$ cat src/rtl/keypad_pkg.sv
// keypad_pkg: key codes and state encoding shared by the keypad countdown controller
package keypad_pkg;
  localparam logic [4:0] KEY_NONE  = 5'h1F;
  localparam logic [4:0] KEY_CLEAR = 5'h1E;
  localparam logic [4:0] KEY_ARM   = 5'h1C;
  localparam logic [4:0] KEY_RUN   = 5'h18;
  typedef enum logic [2:0] {
    LOCK  = 3'd0,
    IDLE  = 3'd1,
    ENTRY = 3'd2,
    RUN   = 3'd3,
    DONE  = 3'd4,
    ERR   = 3'd5,
    PAUSE = 3'd6
  } state_t;
  function automatic logic is_digit(logic [4:0] k);
    return k <= 5'h09;
  endfunction
endpackage

$ cat src/rtl/bcd_decrement.sv
// bcd_decrement: combinational multi-digit BCD minus one with borrow between digits
module bcd_decrement #(
  parameter int DIGITS = 2
) (
  input  logic [4*DIGITS-1:0] value,
  output logic [4*DIGITS-1:0] result
);
  logic [DIGITS-1:0] borrow;
  for (genvar i = 0; i < DIGITS; i++) begin : g_dig
    if (i == 0) begin : g_lsd
      assign borrow[i] = 1'b1;
    end else begin : g_up
      assign borrow[i] = borrow[i-1] && value[4*(i-1) +: 4] == 4'd0;
    end
    assign result[4*i +: 4] = !borrow[i] ? value[4*i +: 4] :
                              value[4*i +: 4] == 4'd0 ? 4'd9 : value[4*i +: 4] - 4'd1;
  end
endmodule

$ cat src/rtl/keypad_countdown_ctrl.sv
// keypad_countdown_ctrl: keypad BCD entry, divided countdown and idle lockout
// Define KEYPAD_PAUSE_EN to let RUN toggle between RUN and PAUSE.
module keypad_countdown_ctrl
  import keypad_pkg::*;
#(
  parameter int DIGITS     = 2,
  parameter int TICK_DIV   = 50,
  parameter int IDLE_LIMIT = 500
) (
  input  logic                clk,
  input  logic                rst_n,
  input  logic [4:0]          in,
  output logic [4*DIGITS-1:0] value,
  output logic                lock,
  output logic                running,
  output logic                err,
  output logic                done
);
  localparam int W  = 4 * DIGITS;
  localparam int TW = $clog2(TICK_DIV);
  localparam int IW = $clog2(IDLE_LIMIT + 1);
  localparam logic [W-1:0] NINES = {DIGITS{4'h9}};
  state_t state, nstate;
  logic [W-1:0] nvalue, dec;
  logic [4:0] prev;
  logic [TW-1:0] tick, ntick;
  logic [IW-1:0] idle, nidle;
  logic ndone, press, wrap, top_busy;
  bcd_decrement #(.DIGITS(DIGITS)) u_dec (.value(value), .result(dec));
  assign press    = in != KEY_NONE && prev == KEY_NONE;
  assign wrap     = tick == TW'(TICK_DIV - 1);
  assign top_busy = value[W-1 -: 4] != 4'd0;
  assign lock     = state == LOCK;
  assign err      = state == ERR;
  assign running  = state == RUN || state == PAUSE;
  always_comb begin
    nstate = state;
    nvalue = value;
    ntick  = tick;
    ndone  = 1'b0;
    nidle  = in == KEY_NONE && state inside {IDLE, ENTRY, DONE, ERR} ? idle + 1'b1 : '0;
    case (state)
      LOCK: if (press && in == KEY_ARM) begin
        nstate = IDLE;
        nvalue = '0;
      end
      IDLE, ENTRY, DONE: if (press && is_digit(in)) begin
        nstate = top_busy ? ERR : ENTRY;
        nvalue = top_busy ? NINES : W'({value, in[3:0]});
      end else if (press && in == KEY_CLEAR) begin
        nstate = IDLE;
        nvalue = '0;
      end else if (press && in == KEY_RUN) begin
        nstate = value == '0 ? DONE : RUN;
        ndone  = value == '0;
        ntick  = '0;
      end
      // CLEAR outranks a decrement landing on the same edge
      RUN: if (press && in == KEY_CLEAR) begin
        nstate = IDLE;
        nvalue = '0;
      end
`ifdef KEYPAD_PAUSE_EN
      else if (press && in == KEY_RUN) nstate = PAUSE;
`endif
      else begin
        ntick = wrap ? '0 : tick + 1'b1;
        if (wrap) begin
          nvalue = dec;
          nstate = dec == '0 ? DONE : RUN;
          ndone  = dec == '0;
        end
      end
`ifdef KEYPAD_PAUSE_EN
      PAUSE: if (press && in == KEY_CLEAR) begin
        nstate = IDLE;
        nvalue = '0;
      end else if (press && in == KEY_RUN) nstate = RUN;
`endif
      ERR: if (press && in == KEY_CLEAR) begin
        nstate = IDLE;
        nvalue = '0;
      end
      default: begin
        nstate = LOCK;
        nvalue = '0;
      end
    endcase
    if (nidle == IW'(IDLE_LIMIT)) begin
      nstate = LOCK;
      nvalue = '0;
      nidle  = '0;
    end
  end
  always_ff @(posedge clk) begin
    if (!rst_n) begin
      state <= LOCK;
      value <= '0;
      prev  <= KEY_NONE;
      tick  <= '0;
      idle  <= '0;
      done  <= 1'b0;
    end else begin
      state <= nstate;
      value <= nvalue;
      prev  <= in;
      tick  <= ntick;
      idle  <= nidle;
      done  <= ndone;
    end
  end
endmodule
$ cat config.mk
export PLATFORM = sky130hd
export DESIGN_NAME = keypad_countdown_ctrl
export DESIGN_NICKNAME = d
export VERILOG_FILES = /design/src/rtl/keypad_pkg.sv /design/src/rtl/bcd_decrement.sv /design/src/rtl/keypad_countdown_ctrl.sv
export SDC_FILE = /design/constraint.sdc
export NUM_CORES = 1
export LEC_CHECK = 0
export CORE_UTILIZATION = 31
export DETAILED_ROUTE_END_ITERATION = 8
export GPL_TIMING_DRIVEN = 0
export PLACE_DENSITY = 0.57
export SLEW_MARGIN = 20
export SYNTH_ARGS = -nofsm -noshare
export SYNTH_HDL_FRONTEND = slang
export SYNTH_SLANG_ARGS = --single-unit
$ cat constraint.sdc
create_clock -name clk -period 1.9 [get_ports clk]
set_input_delay 0.475 -clock clk [delete_from_list [all_inputs] [get_ports clk]]
set_output_delay 0.475 -clock clk [all_outputs]
set_load 0.03 [all_outputs]
# == Word-level counts from Yosys, hierarchy flattened ==
# Cells that the tools add are included.
# classes
addsub,4
n_lt_le_gt_ge,1
n_eq_ne,22
n_mux,34
bitwise_logic,1
reduce_logical,20
# ops
operator,n
8-bit 2-to-1 mux,6
8-bit case mux with 4 select lines,1
3-bit 2-to-1 mux,10
6-bit 2-to-1 mux,5
"5-bit == test, second input constant",5
8-bit logical NOT,2
4-bit 2-to-1 mux,3
3-bit case mux with 4 select lines,1
6-bit case mux with 2 select lines,1
"9-bit by 1-bit adder with 9-bit output, second input constant",1
"3-bit == test, second input constant",3
"9-bit == test, second input constant",1
9-bit 2-to-1 mux,1
4-bit logical NOT,2
"2-bit != test, second input constant",4
4-bit nonzero test,2
"4-bit by 1-bit subtractor with 4-bit output, second input constant",2
"6-bit by 1-bit adder with 6-bit output, second input constant",1
"3-bit by 2-bit == test with 1-bit output, second input constant",2
"6-bit == test, second input constant",1
1-bit logical AND,6
"5-bit by 4-bit <= comparator with 1-bit output, second input constant",1
1-bit 2-to-1 mux,5
"5-bit != test, second input constant",1
14 further kinds,15
# word_totals
ff_bits,32
input_bits,7
output_inout_bits,12
wordCells,88

# == Depth between registers and ports, before layout ==
# Gate-level depths: netlist of run 1.
# depth
depth_word,8
depth_mapped,9
ltp_nobuf,7

# == Hierarchy ==
# From an unflattened synthesis of run 1, not the netlist that was laid out.
# unflattened
cells_unflattened,260
area_unflattened_um2,2098.3
# by_module_without_submodules
mod,n_inst,cells_per_inst,area_per_inst_um2,seq_area_each_um2
keypad_countdown_ctrl,1,241,1966.9,640.6
bcd_decrement,1,19,131.4,0.0

# == Worst setup path after synthesis of run 1 ==
# No wires, ideal clock.
# synth_path
path_kind,reg2reg
start,register value[4]
end,register state[0]
setup_time_ns,0.131
arrival_ns,1.900
t_required_ns,1.769
setup_slack_ns,-0.132
path_stages_with_launch,9
path_buffers,2
period_less_slack_ns,2.032
cell_sequence,dfxtp_1 -> buf_6 -> or4_1 -> buf_2 -> nor4_4 -> nand2_1 -> a31oi_1 -> o22a_1 -> a311oi_1
# synth_between
elab_chain_cells,8
word_cells_on_any_way,16
cone_classes,1 x add/sub; 11 x mux; 4 x reduce/logical
# synth_rtl
element,line_no,text
from (decl),keypad_countdown_ctrl.sv:13,"output logic [4*DIGITS-1:0] value,"
from (signal assigned),keypad_countdown_ctrl.sv:105,value <= nvalue;
4-bit by 1-bit subtractor with 4-bit output or 4-bit logical NOT (tied branches),bcd_decrement.sv:16,value[4*i +: 4] == 4'd0 ? 4'd9 : value[4*i +: 4] - 4'd1;
4-bit 2-to-1 mux,bcd_decrement.sv:16,
4-bit 2-to-1 mux,bcd_decrement.sv:15,assign result[4*i +: 4] = !borrow[i] ? value[4*i +: 4] :
8-bit logical NOT,keypad_countdown_ctrl.sv:70,nstate = dec == '0 ? DONE : RUN;
3-bit 2-to-1 mux,keypad_countdown_ctrl.sv:70,
3-bit 2-to-1 mux,keypad_countdown_ctrl.sv:68,if (wrap) begin
3-bit 2-to-1 mux,keypad_countdown_ctrl.sv:59,RUN: if (press && in == KEY_CLEAR) begin
3-bit case mux with 4 select lines *,keypad_countdown_ctrl.sv:42,case (state)
to (signal assigned),keypad_countdown_ctrl.sv:104,state <= nstate;
to (decl),keypad_countdown_ctrl.sv:23,"state_t state, nstate;"
# Mark *: on every way between the ends. The rest lies on a longest branch, timed or not. The select of a mux whose other input is x is not followed.
# A chain may end at the register's enable or synchronous reset.

# == Worst setup path after layout of run 1 ==
# layout_path
start,register prev[3]
end,register value[4]
# layout_between
elab_chain_cells,6
word_cells_on_any_way,12
cone_classes,3 x eq/ne; 4 x mux; 5 x reduce/logical
# layout_rtl
element,line_no,text
from (decl),keypad_countdown_ctrl.sv:25,logic [4:0] prev;
from (signal assigned),keypad_countdown_ctrl.sv:106,prev <= in;
5-bit == test *,keypad_countdown_ctrl.sv:30,assign press = in != KEY_NONE && prev == KEY_NONE;
1-bit logical AND *,keypad_countdown_ctrl.sv:30,
1-bit logical AND,"keypad_countdown_ctrl.sv:50, keypad_countdown_ctrl.sv:59, keypad_countdown_ctrl.sv:80",
8-bit 2-to-1 mux,-,
8-bit 2-to-1 mux,keypad_countdown_ctrl.sv:47,"IDLE, ENTRY, DONE: if (press && is_digit(in)) begin"
8-bit case mux with 4 select lines,keypad_countdown_ctrl.sv:42,
# Mark *: on every way between the ends. The rest lies on a longest branch, timed or not.

==> impl_metrics.toml, run 1 <==
[run_status]
status = "complete, but fails checks"
violations = "negative setup slack"

[power_and_ir_drop]
p_sw_share_pct = 45.50
power_mw = 3.253
p_comb_share_pct = 58.4
power_frac_seq_pct = 25.1
peakVddDrop_v = 0.0007098
powerDensity_mw_per_mm2 = 1236
power.leakage_nw = 1.002
pwr-share-clk_pct = 16.5
p_int_mw = 1.773
p_switching_mw = 1.480

[grt]
grt_pass1_wl_um = 8818
grtUsageTotal_pct = 17.20
grt_pass1_vias = 1799
antenna_found_initial = 0
grt_start_max_net_pins = 12
grt_overflow = 0

[setup_path]
required_ns = 2.11
criticalPathCategory = "reg -> reg"
r2r_cells = 7
reg2reg_from = "prev[3]"
ff2ff_setup_slack_ns = -0.01
cp-end-kind = "register"
path_max_fanout = 6
cp-start-kind = "register"
r2r-end = "value[4]"
slowest_delay_ns = 0.39
cpMaxStageDelayCell = "or3_4"
cpLargestDelayFamily = "compound AO/OA/AOI/OAI gates"
crit_buf_inv = 1
worstPathArrival_ns = 2.12
crit_chain = "nand4_1, or3_4, buf_6, a31o_4, a21oi_4, o211ai_1, a31oi_1"

[clocking]
root_buffer = "clkbuf_8"
cts_buffers = 5
cts_max_level = 2
cts_tree = "built"
clock_latency_ns = 0.30
cts.path.max_buffers = 2
cts.clk_slew.worst_paths_ns = 0.07
clkSinkCount = 32

[layout]
final_nets = 295
final_area_mm2 = 0.002633
n_antenna_cell = 0
syn_to_final_growth_pct = 33.42
instances_no_fill = 361
drive_above_1_share_pct = 28.32

[worst_hold_path]
hold_class = "in -> reg"
hold-path-endpoint = "prev[2]"
min-delay-start = "in[2]"
whs_path_depth = 2

[logic_synthesis]
async_reset_ff_share_pct = 0
ys_types = 56
synth-edff-count = 0
syn-instance-count = 250
yosysMostFrequentCell = "dfxtp_1"
synth_seq_cells = 32
yosys_warnings = 0
yosys.area.top_type_share_pct = 32.47
ys_seq_area_share_pct = 32.47
syn_nets = 260
synthFlopType = "dfxtp_1"
synth_area_leaders = "dfxtp_1, nor2_1, nand2_1, o21ai_0, nand2b_1"
yosys.area.top_type = "dfxtp_1"
syn_area_per_cell_um2 = 7.893
syn_area_mm2 = 0.001973
synth_top_cells_by_count = "dfxtp_1, nor2_1, nand2_1, o21ai_0, nor3_1"

[routing]
drc = 0
post_drt_wl_per_cell_um = 15.07
wl_met2_um = 2457
wirelength_um = 5440
vias_per_cell = 5.712
firstDrtPassIters = 5
drt_iter0_markers = 206
vias = 2062
wl_met1_um = 2532
ant_nets = 0
highest_layer = "met4"
wl_met3_um = 341

[timing]
maxSlewViolCount = 0
setup_tns_ns = -0.01129
maxSlewHeadroom_pct = 66.74
hold_violations = 0
min_period_ns = 1.911
clock.fmax_mhz = 523.2
tightestPinTransition_ns = 0.4947
finClkSkew_ns = 0.009280
setup_viol = 1
grt_setup_unrepaired = "true"
post-route-period-util_pct = 100.6
setup_ws_ns = -0.01129

[placement]
portBuffers = 18
placed_cell_area_mm2 = 0.002275
place_congestion = 0.8054
dp_slack_ns = -0.8620
post-dp-hpwl_um = 3488
dp_cells = 343

[floorplanning]
io_pins = 19
core_area_mm2 = 0.006026
die_h_um = 81.78
die_area_mm2 = 0.006688
rows = 28
die_x_um = 81.78
start_util_pct = 32.75

[flow_run]
max_cap_violations = 0
-- sequential cells by signal, indices dropped and copies added, names as in the netlist --
signal,flops
idle,9
tick,6
value,8
done,1
prev,5
state,3
-- repair_timing --
| action | 4_1_cts | 5_1_grt |
|---|---|---|
| gates resized for setup | 72 | 37 |
| buffers inserted | 6 | 5 |
| setup endpoints to repair | 27 | 16 |
| pin swaps | 8 | 8 |
| cloned | 1 | 0 |
| hold buffers | 0 | 0 |
-- placed cells by master, fill, tap and decap left out, types with 3 or more instances in the layout --
master,count
inv_1,5
o21ai_0,7
buf_6,5
a21oi_1,10
nand4_1,5
clkdlybuf4s50_1,5
clkbuf_8,6
nand2_1,22
and3_1,6
a31oi_1,5
xnor2_1,3
a22oi_1,5
nor2_1,26
dlygate4sd2_1,4
a21boi_0,3
buf_2,7
dfxtp_1,23
o21ai_1,6
xor2_1,6
o2bb2ai_1,3
dfxtp_2,8
nor3_1,10
nor2b_1,3
buf_4,13
ha_1,3
nand3_1,10
nand2b_1,9
-- worst reg2reg max path, delay by kind of cell, from the launching register on --
family | cells | cell delay [ns]
and+or+nand+nor | 2 | 0.61
DFF | 1 | 0.33
buffers and inverters | 1 | 0.14
AOI/OAI and AO/OA | 4 | 0.74
-- per-stage QoR --
step	hold WS, ns	utilization (%)
2_1_floorplan	0.4300	-
3_3_place_gp	0.4521	37.75
3_5_place_dp	0.4580	37.75
4_1_cts	0.4677	41.34
5_1_grt	0.4835	43.69
6_report	0.4426	43.69
-- final cells by class --
| cell class | instances | area (um^2) |
|---|---|---|
| Timing Repair Buffer | 29 | 235.2 |
| Clock inverter | 3 | 18.77 |
| Sequential cell | 32 | 654.4 |
| Fill cell | 613 | 3393 |
| Tap cell | 75 | 93.84 |
| Inverter | 6 | 27.53 |
| Buffer | 11 | 95.09 |
| Clock buffer | 5 | 68.82 |
| Multi-Input combinational cell | 200 | 1439 |
-- cells by family (layout without fill, tap and decap cells) --
| logic type | Yosys count | in the layout | synth area share, % |
|---|---|---|---|
| xor+xnor | 9 | 9 | 3.995 |
| fa+ha+maj | 3 | 3 | 1.903 |
| flops | 32 | 32 | 32.47 |
| simple gates | 119 | 119 | 32.02 |
| compound gates | 66 | 67 | 24.16 |
| buf+inv | 19 | 54 | 4.439 |
| mux | 2 | 2 | 1.015 |
-- how the worst max path moves through the flow --
stage                  start  endpoint  slack [ns]  cells after the start
global placement       in[1]  state[1]       -0.89                      9
global route        value[1]  value[6]       -0.09                      7
detailed placement     in[1]  state[1]       -0.86                      9
finish               prev[3]  value[4]       -0.01                      7
floorplan              in[0]  value[3]      0.0007                      7
CTS                 value[4]  state[0]      -0.007                      7
-- power by group through the flow --
stage          clock, mW  sequential (mW)  combinational (mW)
2_1_floorplan          0            0.809                1.03
3_3_place_gp           0            0.790                1.41
3_5_place_dp           0            0.792                1.40
4_1_cts            0.544            0.789                1.63
5_1_grt            0.578            0.832                2.01
6_report           0.536            0.817                1.90
-- per-layer routing --
metal	GRT usage, %	vias up
met5	0	-
met4	6.667	0
li1	-	999
met2	24.71	77
met1	24.77	972
met3	3.556	14
(Power assumes the default switching activity.)
==> inputs of run 2 (changes only) <==
--- a/config.mk
+++ b/config.mk
@@ -5,6 +5,7 @@
 export SDC_FILE = /design/constraint.sdc
 export NUM_CORES = 1
 export LEC_CHECK = 0
+export CORE_MARGIN = 3
 export CORE_UTILIZATION = 31
 export DETAILED_ROUTE_END_ITERATION = 8
 export GPL_TIMING_DRIVEN = 0
==> run 2 against run 1 <==
The run still ends with negative setup slack left. Die area is 10% higher. Clock skew down 0.0023 ns. Sequential power up 0.6%. Non-clock buffer count increased by 3. Clock-buffer cell count is the same. Sequential share of layout area decreased by 0.19 points. Largest cell class unchanged. Largest power group unchanged. Highest routed layer unchanged.
==> impl_metrics.toml, run 2 (synthesis results as in run 1) <==
[timing]
hold_violations = 0
post-route-period-util_pct = 100.4
setup_viol = 1
setup_ws_ns = -0.007361
maxSlewViolCount = 0
finClkSkew_ns = 0.006947
grt_setup_unrepaired = "true"
tightestPinTransition_ns = 0.4767
maxSlewHeadroom_pct = 68.22
min_period_ns = 1.907
worst_hold_slack_ns = 0.4382
clock.fmax_mhz = 524.3

[floorplanning]
die_x_um = 85.78
rows = 28
die_area_mm2 = 0.007358
io_pins = 19
die_h_um = 85.78
core_area_mm2 = 0.006026
start_util_pct = 32.75

[placement]
portBuffers = 18
place_congestion = 0.7936
post-dp-hpwl_um = 3571

[setup_path]
r2r_cells = 6
worstPathArrival_ns = 2.11
cp-start-kind = "register"
cp-end-kind = "register"
r2r-end = "value[4]"
ff2ff_setup_slack_ns = -0.007
criticalPathCategory = "reg -> reg"
required_ns = 2.10
reg2reg_from = "prev[1]"
path_max_fanout = 6

[routing]
vias_per_cell = 5.593
drt_iter0_markers = 199
wirelength_um = 5371
post_drt_wl_per_cell_um = 14.76
vias = 2036
ant_nets = 0
drc = 0
firstDrtPassIters = 4

[layout]
drive_above_1_share_pct = 28.72
multi_input_area_mm2 = 0.001454
n_antenna_cell = 0
final_cell_mix = "nor2_1, dfxtp_1, nand2_1"
syn_to_final_growth_pct = 34.94
final_nets = 298
reg.largest.list = "idle (9), value (8), tick (6)"
largest_register_ff_count = 9
regMostFlops = "idle"
register_area_um2 = 656.9
fillers = 616

[worst_hold_path]
whs_path_depth = 2
hold-path-endpoint = "prev[0]"
min-delay-start = "in[0]"
hold_class = "in -> reg"

[grt]
antenna_found_initial = 0
grt_pass1_wl_um = 8838
grt_overflow = 0
grt_pass1_vias = 1822
grtUsageTotal_pct = 15.07
grt_start_max_net_pins = 12

[flow_run]
max_cap_violations = 0

[clocking]
cts.clk_slew.worst_paths_ns = 0.07
root_buffer = "clkbuf_8"
clock_latency_ns = 0.29
cts_buffers = 5
cts.path.max_buffers = 2
cts_tree = "built"
clkSinkCount = 32
cts_max_level = 2
cts_hold_buffers = 0

[run_status]
violations = "negative setup slack"
status = "complete, but fails checks"

[power_and_ir_drop]
powerDensity_mw_per_mm2 = 1202
power.leakage_nw = 0.9942
peakVddDrop_v = 0.0006046
power_mw = 3.201
## run 2: power breakdown
| group | switching, mW | total (mW) | internal [mW] |
|---|---|---|---|
| clock | 0.273 | 0.528 | 0.255 |
| sequential | 0.0896 | 0.822 | 0.733 |
| combinational | 1.07 | 1.85 | 0.778 |
| total | 1.44 | 3.20 | 1.77 |
## run 2: timing repair
item / 4_1_cts / 5_1_grt
setup buffers: 8 / 7
gates resized for setup: 69 / 41
endpoints found under the setup margin: 27 / 20
gates cloned: 1 / 0
pin swaps: 9 / 20
## run 2: per-layer routing
layer	global-route usage, %	routed length (um)	vias to the layer above
li1	-	-	1004
met4	6.619	131	0
met1	20.19	2595	967
met3	3.554	238	17
met2	23.02	2406	48
met5	0	0	-
## run 2: critical path, cell delays in order (launching register included)
cell and delay, ns:
dfxtp_2 0.33, nand4_1 0.20, or3_4 0.48, a31o_4 0.27
a21oi_4 0.22, o211ai_1 0.12, a31oi_1 0.20
## run 2: how the worst max path moves through the flow
stage / endpoint / depth (start not counted) / start
floorplan: value[3] / 7 / in[0]
global placement: state[1] / 9 / in[1]
detailed placement: state[1] / 9 / in[1]
CTS: running / 4 / state[0]
global route: state[0] / 6 / state[2]
finish: value[4] / 6 / prev[1]
## run 2: final cells by class
class | instances | area share [%]
Inverter | 6 | 1.034
Tap cell | 75 | 3.524
Multi-Input combinational cell | 200 | 54.61
Clock inverter | 3 | 0.7049
Clock buffer | 5 | 2.585
Timing Repair Buffer | 33 | 9.680
Sequential cell | 32 | 24.67
Buffer | 10 | 3.195
## run 2: through the flow
step | setup TNS [ns] | cell area, um^2 | cells | utilization (%) | setup slack (ns)
after detailed placement | -16.76 | 2275 | 343 | 37.75 | -0.8941
after global placement | -16.19 | 2275 | 343 | 37.75 | -0.8992
final | -0.007361 | 2663 | 364 | 44.19 | -0.007361
after CTS | -0.1422 | 2542 | 359 | 42.19 | -0.08314
after global routing | -0.3062 | 2663 | 364 | 44.19 | -0.08732
after floorplan | 0 | 2001 | 250 | - | 0.0007073
